### src/rtl/regs_writer.sv
// Register-file write-port front end: arbitrates load, ALU and buffered divider
// results onto one registered write port, aligning load data on the way.
module regs_writer #(
  parameter int DATA_W     = 32,
  parameter int ADDR_W     = 5,
  parameter int FIFO_DEPTH = 2
) (
  input  logic                     clk,
  input  logic                     rst,
  input  logic                     alu_valid,
  input  logic [ADDR_W-1:0]        alu_waddr,
  input  logic [DATA_W-1:0]        alu_wdata,
  output logic                     alu_ready,
  input  logic                     ld_valid,
  input  logic [ADDR_W-1:0]        ld_waddr,
  input  logic [DATA_W-1:0]        ld_rdata,
  input  logic [1:0]               ld_off,
  input  logic [1:0]               ld_size,
  input  logic                     ld_sext,
  output logic                     ld_ready,
  input  logic                     div_valid,
  input  logic [ADDR_W-1:0]        div_waddr,
  input  logic [DATA_W-1:0]        div_wdata,
  output logic                     div_ready,
  output logic                     we,
  output logic [ADDR_W-1:0]        waddr,
  output logic [DATA_W-1:0]        wdata,
  output logic [(1<<ADDR_W)-1:0]   pending,
  output logic                     err_misalign
);

  localparam int PTR_W = (FIFO_DEPTH > 1) ? $clog2(FIFO_DEPTH) : 1;
  localparam int CNT_W = PTR_W + 1;

  typedef enum logic [1:0] {SRC_NONE, SRC_LD, SRC_ALU, SRC_DIV} src_e;

  function automatic logic [DATA_W-1:0] align_load(input logic [DATA_W-1:0] rdata,
                                                   input logic [1:0]        off,
                                                   input logic [1:0]        size,
                                                   input logic              sext);
    logic [DATA_W-1:0] lane;
    lane = rdata >> {off, 3'b000};
    case (size)
      2'd0:    return {{(DATA_W-8){sext & lane[7]}}, lane[7:0]};
      2'd1:    return {{(DATA_W-16){sext & lane[15]}}, lane[15:0]};
      default: return rdata;
    endcase
  endfunction

  function automatic logic load_misaligned(input logic [1:0] off, input logic [1:0] size);
    case (size)
      2'd0:    return 1'b0;
      2'd1:    return off[0];
      default: return off != 2'd0;
    endcase
  endfunction

  logic                 we_q, we_d;
  logic [ADDR_W-1:0]    waddr_q, waddr_d;
  logic [DATA_W-1:0]    wdata_q, wdata_d;
  logic                 err_q, err_d;

  logic [PTR_W-1:0]     rd_ptr_q, rd_ptr_d, wr_ptr_q, wr_ptr_d;
  logic [CNT_W-1:0]     count_q, count_d;
  logic [FIFO_DEPTH-1:0] slot_vld_q, slot_vld_d;
  logic [ADDR_W-1:0]    slot_addr_q [FIFO_DEPTH];
  logic [ADDR_W-1:0]    slot_addr_d [FIFO_DEPTH];
  logic [DATA_W-1:0]    slot_data_q [FIFO_DEPTH];
  logic [DATA_W-1:0]    slot_data_d [FIFO_DEPTH];

  logic full, empty, push, pop;
  src_e src;

  assign full      = (count_q == CNT_W'(FIFO_DEPTH));
  assign empty     = (count_q == '0);
  assign div_ready = !full;
  assign ld_ready  = !full;
  assign alu_ready = !full && !ld_valid;
  assign push      = div_valid && !full;

  // A full FIFO forces the head through so divider results cannot starve.
  always_comb begin
    src = SRC_NONE;
    if (full)           src = SRC_DIV;
    else if (ld_valid)  src = SRC_LD;
    else if (alu_valid) src = SRC_ALU;
    else if (!empty)    src = SRC_DIV;
  end

  assign pop = (src == SRC_DIV);

  always_comb begin
    we_d    = 1'b0;
    waddr_d = waddr_q;
    wdata_d = wdata_q;
    err_d   = 1'b0;
    case (src)
      SRC_LD: begin
        if (load_misaligned(ld_off, ld_size)) begin
          err_d = 1'b1;
        end else if (ld_waddr != '0) begin
          we_d    = 1'b1;
          waddr_d = ld_waddr;
          wdata_d = align_load(ld_rdata, ld_off, ld_size, ld_sext);
        end
      end
      SRC_ALU: begin
        if (alu_waddr != '0) begin
          we_d    = 1'b1;
          waddr_d = alu_waddr;
          wdata_d = alu_wdata;
        end
      end
      SRC_DIV: begin
        if (slot_addr_q[rd_ptr_q] != '0) begin
          we_d    = 1'b1;
          waddr_d = slot_addr_q[rd_ptr_q];
          wdata_d = slot_data_q[rd_ptr_q];
        end
      end
      default: ;
    endcase
  end

  always_comb begin
    rd_ptr_d    = rd_ptr_q;
    wr_ptr_d    = wr_ptr_q;
    slot_vld_d  = slot_vld_q;
    slot_addr_d = slot_addr_q;
    slot_data_d = slot_data_q;
    if (pop) begin
      slot_vld_d[rd_ptr_q] = 1'b0;
      rd_ptr_d             = rd_ptr_q + PTR_W'(1);
    end
    if (push) begin
      slot_vld_d[wr_ptr_q]  = 1'b1;
      slot_addr_d[wr_ptr_q] = div_waddr;
      slot_data_d[wr_ptr_q] = div_wdata;
      wr_ptr_d              = wr_ptr_q + PTR_W'(1);
    end
    count_d = count_q + CNT_W'(push) - CNT_W'(pop);
  end

  // Register 0 is never written, so it never shows as pending.
  always_comb begin
    pending = '0;
    for (int i = 0; i < FIFO_DEPTH; i++) begin
      if (slot_vld_q[i]) pending[slot_addr_q[i]] = 1'b1;
    end
    pending[0] = 1'b0;
  end

  always_ff @(posedge clk) begin
    if (!rst) begin
      we_q       <= 1'b0;
      waddr_q    <= '0;
      wdata_q    <= '0;
      err_q      <= 1'b0;
      rd_ptr_q   <= '0;
      wr_ptr_q   <= '0;
      count_q    <= '0;
      slot_vld_q <= '0;
    end else begin
      we_q       <= we_d;
      waddr_q    <= waddr_d;
      wdata_q    <= wdata_d;
      err_q      <= err_d;
      rd_ptr_q   <= rd_ptr_d;
      wr_ptr_q   <= wr_ptr_d;
      count_q    <= count_d;
      slot_vld_q <= slot_vld_d;
    end
  end

  always_ff @(posedge clk) begin
    slot_addr_q <= slot_addr_d;
    slot_data_q <= slot_data_d;
  end

  assign we           = we_q;
  assign waddr        = waddr_q;
  assign wdata        = wdata_q;
  assign err_misalign = err_q;

endmodule
### config.mk
export PLATFORM = sky130hd
export DESIGN_NAME = regs_writer
export DESIGN_NICKNAME = d
export VERILOG_FILES = /design/src/rtl/regs_writer.sv
export SDC_FILE = /design/constraint.sdc
export NUM_CORES = 1
export LEC_CHECK = 0
export BUFFER_PORTS_ARGS = -buffer_cell sky130_fd_sc_hd__clkbuf_2
export CORE_MARGIN = 2
export CORE_UTILIZATION = 53
export CTS_BUF_LIST = sky130_fd_sc_hd__clkbuf_4 sky130_fd_sc_hd__clkbuf_8
export DETAILED_ROUTE_END_ITERATION = 8
export PLACE_DENSITY = 0.84
export SYNTH_ARGS = -nofsm -noshare
export SYNTH_HDL_FRONTEND = slang
export SYNTH_SLANG_ARGS = --single-unit
### constraint.sdc
create_clock -name clk -period 4.1 [get_ports clk]
set_input_delay 0.41 -clock clk [delete_from_list [all_inputs] [get_ports clk]]
set_output_delay 0.41 -clock clk [all_outputs]
set_load 0.005 [all_outputs]
### After elaboration in Yosys (flattened, before gate mapping)

Cells that the tools add are included.

| word-level totals | value |
|---|---|
| output and inout bits | 74 |
| bits of input ports | 121 |
| logic and storage cells | 110 |
| register bits | 119 |

| operators by class | value |
|---|---|
| shift operators | 1 |
| multiplexer cells | 47 |
| eq/ne operators | 9 |
| bitwise logic cells | 8 |
| order comparisons | 11 |
| add/sub/neg operators | 4 |
| reductions and logical operators | 18 |

Operators by type and width:

| cell | number |
|---|---|
| $mux 32 | 10 |
| $pmux 32 s3 | 1 |
| $bwmux 64 | 1 |
| $pmux 32 s2 | 1 |
| $mux 5 | 8 |
| $demux 32 s1 | 1 |
| $or 32x32->32 | 1 |
| $shr 32x5->16 | 1 |
| $pmux 5 s3 | 1 |
| $reduce_bool 5->1 | 3 |
| $lt 5x6->1 const B | 2 |
| $mux 2 | 6 |
| $bwmux 10 | 1 |
| $demux 1 s5 | 2 |
| $ge 5x1->1 const B | 2 |
| $mux 1 | 10 |
| $logic_and 1x1->1 | 7 |
| $eq 2x2->1 const B | 3 |
| $ne 2x2->1 const B | 3 |
| $demux 5 s1 | 1 |
| $reduce_and 5->1 | 1 |
| $eq 2x1->1 const B | 2 |
| $ge 2x2->1 const B | 2 |
| $logic_not 2->1 | 2 |
| other kinds (19) | 26 |

### Logic depth before layout (Yosys ltp)

| depth | value |
|---|---|
| depth after elaboration | 9 |
| depth in mapped cells | 10 |
| gate-level depth less buffers | 8 |

### Worst setup path before layout

OpenSTA, ideal clock, no wires.

| timing | value |
|---|---|
| kind | register to register |
| start | register count_q[0] |
| end | register slot_addr_q[5] (netlist bit) (enable) |
| setup time | 0.433 ns |
| stages on the path, launching flop included | 7 |
| required time | 3.667 ns |
| arrival | 2.975 ns |
| clock period less this slack | 3.408 ns |
| buffers on the path | 2 |
| slack | 0.692 ns |
| cells stage by stage | dfxtp_1 > nor2b_1 > inv_1 > clkbuf_1 > clkbuf_1 > nand2_1 > nor2_1 |

| on the way | value |
|---|---|
| cells in the longest elaborated chain, start to end | 3 |

RTL lines:

| item | RTL line | source |
|---|---|---|
| start, declared | 64 | `logic [CNT_W-1:0] count_q, count_d;` |
| start signal, assigned | 170 | `count_q <= count_d;` |
| $eq 2x2->1 | 74 | `assign full = (count_q == CNT_W'(FIFO_DEPTH));` |
| $logic_not 1->1 | - |  |
| net div_ready | 24 | `output logic div_ready,` |
| $logic_and 1x1->1 | 79 | `assign push = div_valid && !full;` |
| end signal, assigned | 176 | `slot_addr_q <= slot_addr_d;` |
| end, declared | 66 | `logic [ADDR_W-1:0] slot_addr_q [FIFO_DEPTH];` |

The timed path passes the listed nets, and every way through them passes these cells.
A chain may end at the register's enable or synchronous reset.

### Worst setup path in the final report

| timing | value |
|---|---|
| start | register count_q[0] |
| end | register waddr_q[1] (netlist: waddr[1]) |

| on the way | value |
|---|---|
| cells in the longest elaborated chain, start to end | 8 |
| elaborated cells on any way between the ends | 16 |
| those cells by class | 8 x eq/ne; 5 x mux; 3 x reduce/logical |

RTL lines:

| item | RTL line | source |
|---|---|---|
| $logic_not 2->1 | 75 | `assign empty = (count_q == '0);` |
| $mux 2 | 87 | `else if (!empty) src = SRC_DIV;` |
| $mux 2 | 86 | `else if (alu_valid) src = SRC_ALU;` |
| $mux 2 | 85 | `else if (ld_valid) src = SRC_LD;` |
| $mux 2 (*) | 84 | `if (full) src = SRC_DIV;` |
| $eq 2x2->1 or $eq 2x1->1 (tied branches) | 97 | `case (src)` |
| $ne 2x2->1 (no line), or another cell as far along | - |  |
| $reduce_and 5->1 (no line) | - |  |
| end signal, assigned | 165 | `waddr_q <= waddr_d;` |
| end, declared | 59 | `logic [ADDR_W-1:0] waddr_q, waddr_d;` |

Every way passes the cells marked *; elsewhere a longest branch is shown, timed or not.

==> flow_summary.ini <==
[finish]
insertedDiodeCount = 0
fin_nets = 848
drive_gt1_frac = 0.343
fin_util = 0.658
area_growth_pct = 22.0
final_cells = 881
design_area_sq_um = 7480

[logic_synthesis]
synth-seq-area-share = 0.509
synth_top_flop_cell = edfxtp_1
yosysTopAreaCellShare = 0.362
synth_cell_types = 61
yosysWarnings = 0
ys_ff_latch = 119
synth_top_area_cell = edfxtp_1
netlist_instances = 562
postSynthAreaPerCell_sq_um = 10.9
mappedNetlistArea_sq_um = 6130
async_flop_share = 0
synth_edf_count = 74
syn-num-nets = 684
synthTopCellsByArea = edfxtp_1, dfxtp_1, mux2i_1

[timing]
setup_tns_ns = 0
final_max_slew_viol_count = 0
hold_viol = 0
relSlewSlack = 0.239
setup_viol = 0
max_slew.worst_pin.slew_ns = 1.14
period_minus_slack_ns = 3.17
max_freq_mhz = 316
period_share = 0.772
fin_skew_ns = 0.0144
rsz0062_at_grt = no

[critical_path]
reg2regPathDepth = 6
crit_arrival_ns = 3.48
r2r_end = waddr[1]$_SDFFE_PN0P_
critical_path_buf_inv_count = 1
ff2ff_setup_slack_ns = 0.93
cpPeakStageDelay_ns = 0.75
crit_fanout = 33
worstPathRequired_ns = 4.42
path_cells = nor2b_1 -> inv_1 -> a21o_1 -> o41ai_4 -> nor3_4 -> a311oi_1
path_class = reg -> reg
cp-start-kind = flip-flop
r2r-start = count_q[0]$_SDFF_PN0_
slowest_stage = o41ai_4
crit_path_end_kind = flip-flop
critPathTopFamily = compound AO/OA/AOI/OAI gates

[pwr]
p_leak_nw = 2.92
p_total_mw = 4.02
power.density_nw_per_um2 = 537
irDropWorstVdd_v = 0.000312

[cts]
root_buffer = clkbuf_8
postCtsResizedCells = 0
cts_buffers = 17
path_clk_slew_ns = 0.07
hold_buffers = 0
clock_path_buffers = 2
htree_levels = 4
clock_latency_ns = 0.44
tritoncts = done
cts.sinks = 119
cts_setup_buffers = 0

[min_path]
whs_endpoint = slot_data_q[18]$_DFFE_PP_
hp-class = in -> reg
min_path_cells = 1
hold_start = div_wdata[18]

[detailed_routing]
wire_per_inst_um = 21.2
dr.pass1.iters = 5
vias = 5781
ant_nets = 0
wirelength_um = 18600
via_per_inst = 6.56
drtIter0Drc = 696
drc = 0

[floorplan]
ios = 195
die_h_um = 112
row_count = 39
design.core.area_sq_um = 11400
start_util = 0.540
die_width_um = 112
design.die.area_sq_um = 12500

[placement]
place_inst = 850
port_buffers = 193
hpwl_um = 13600
gp_congestion = 0.903
placed_cell_area_sq_um = 7100

[status]
status = complete, no violations

[job]
cap_violations = 0

[global_route]
grt_pass1_vias = 5448
antenna_found_initial = 0
globalRouteOverflowTotal = 0
grt_pass1_wl_um = 28200
grt_usage = 0.292
grt_max_degree = 39
cell usage in the layout (no fill, tap or decap), types with 18 or more instances in the layout:
master    instances
a211oi_1         18
nor2_1           20
o22ai_1          32
a31oi_1          18
edfxtp_1         74
o21ai_0          23
nand2_1          23
dfxtp_1          44
a21oi_1          43
mux2i_1          39
clkbuf_2        193
cells by family (layout without fill, tap and decap cells):
| kind of cell | Yosys count | count (layout) | synth area share |
|---|---|---|---|
| AOI/OAI and AO/OA | 227 | 227 | 0.261 |
| DFF | 119 | 119 | 0.509 |
| and+or+nand+nor | 99 | 99 | 0.0899 |
| buffers and inverters | 59 | 235 | 0.0414 |
| muxes | 53 | 53 | 0.0912 |
| xor gates and xnor gates | 3 | 3 | 0.00428 |
| adders and majority gates | 1 | 1 | 0.00204 |
| other | 1 | 1 | 0.000611 |
synth_stat cells, types with 4 or more instances:
library cell,n
inv_1,6
buf_1,4
a32oi_1,4
a211oi_1,18
a22oi_1,12
buf_2,4
or3b_2,4
mux2_2,13
o22ai_1,32
nor2_1,21
a31oi_1,18
o21ai_0,23
o2bb2ai_1,13
and3_1,5
o21bai_1,8
nor3_1,9
nand3b_1,11
a221o_1,16
clkbuf_1,38
nand2_1,23
nand3_1,6
edfxtp_1,74
a21oi_1,43
a311oi_1,6
mux2i_1,39
o311ai_0,17
a221oi_1,4
dfxtp_1,45
routing by layer:
metal	up-vias	wire length [um]	global-route usage
met5	-	0	0
met1	2721	7270	0.363
met3	74	1540	0.0729
met4	0	729	0.131
met2	388	9090	0.485
li1	2598	-	-
through the flow:
| step | hold WS (ns) | setup slack, ns |
|---|---|---|
| after floorplan | 0.454 | 0.692 |
| after global placement | 0.456 | 1.17 |
| after detailed placement | 0.456 | 1.01 |
| after CTS | 0.141 | 1.02 |
| after global routing | 0.140 | 0.681 |
| final | 0.158 | 0.933 |
area by class of cell:
cell class | count | area [sq um]
inverter | 7 | 26.3
sequential | 119 | 3120
clock buffer | 19 | 249
fill | 879 | 3890
multi-input combinational | 384 | 2770
timing repair buffer | 197 | 996
tap | 143 | 179
clock inverter | 12 | 135
power breakdown:
group / switching, mW / internal, mW / leakage [nW]
Sequential: 0.165 / 1.53 / 1.06
Combinational: 0.765 / 0.510 / 1.66
Clock: 0.454 / 0.598 / 0.192
how the worst max path moves through the flow:
stage | slack, ns | from | to | cells after the start
after global placement | 1.17 | ld_off[1] | wdata[14]$_SDFFE_PN0P_ | 6
final | 0.93 | count_q[0]$_SDFF_PN0_ | waddr[1]$_SDFFE_PN0P_ | 6
after floorplan | 0.69 | count_q[0]$_SDFF_PN0_ | slot_addr_q[5]$_DFFE_PP_ | 6
after CTS | 1.02 | count_q[0]$_SDFF_PN0_ | waddr[1]$_SDFFE_PN0P_ | 6
after detailed placement | 1.01 | ld_off[1] | wdata[22]$_SDFFE_PN0P_ | 6
after global routing | 0.68 | count_q[0]$_SDFF_PN0_ | wdata[30]$_SDFFE_PN0P_ | 5
state kept, by name, indices dropped and copies added (netlist names):
register and cells:
count_q 2, wdata 32, waddr 5, wr_ptr_q 1, rd_ptr_q 1, slot_addr_q 10
slot_data_q 64, we 1, slot_vld_q 2, err_misalign 1
Power figures use the tool's default switching activity.
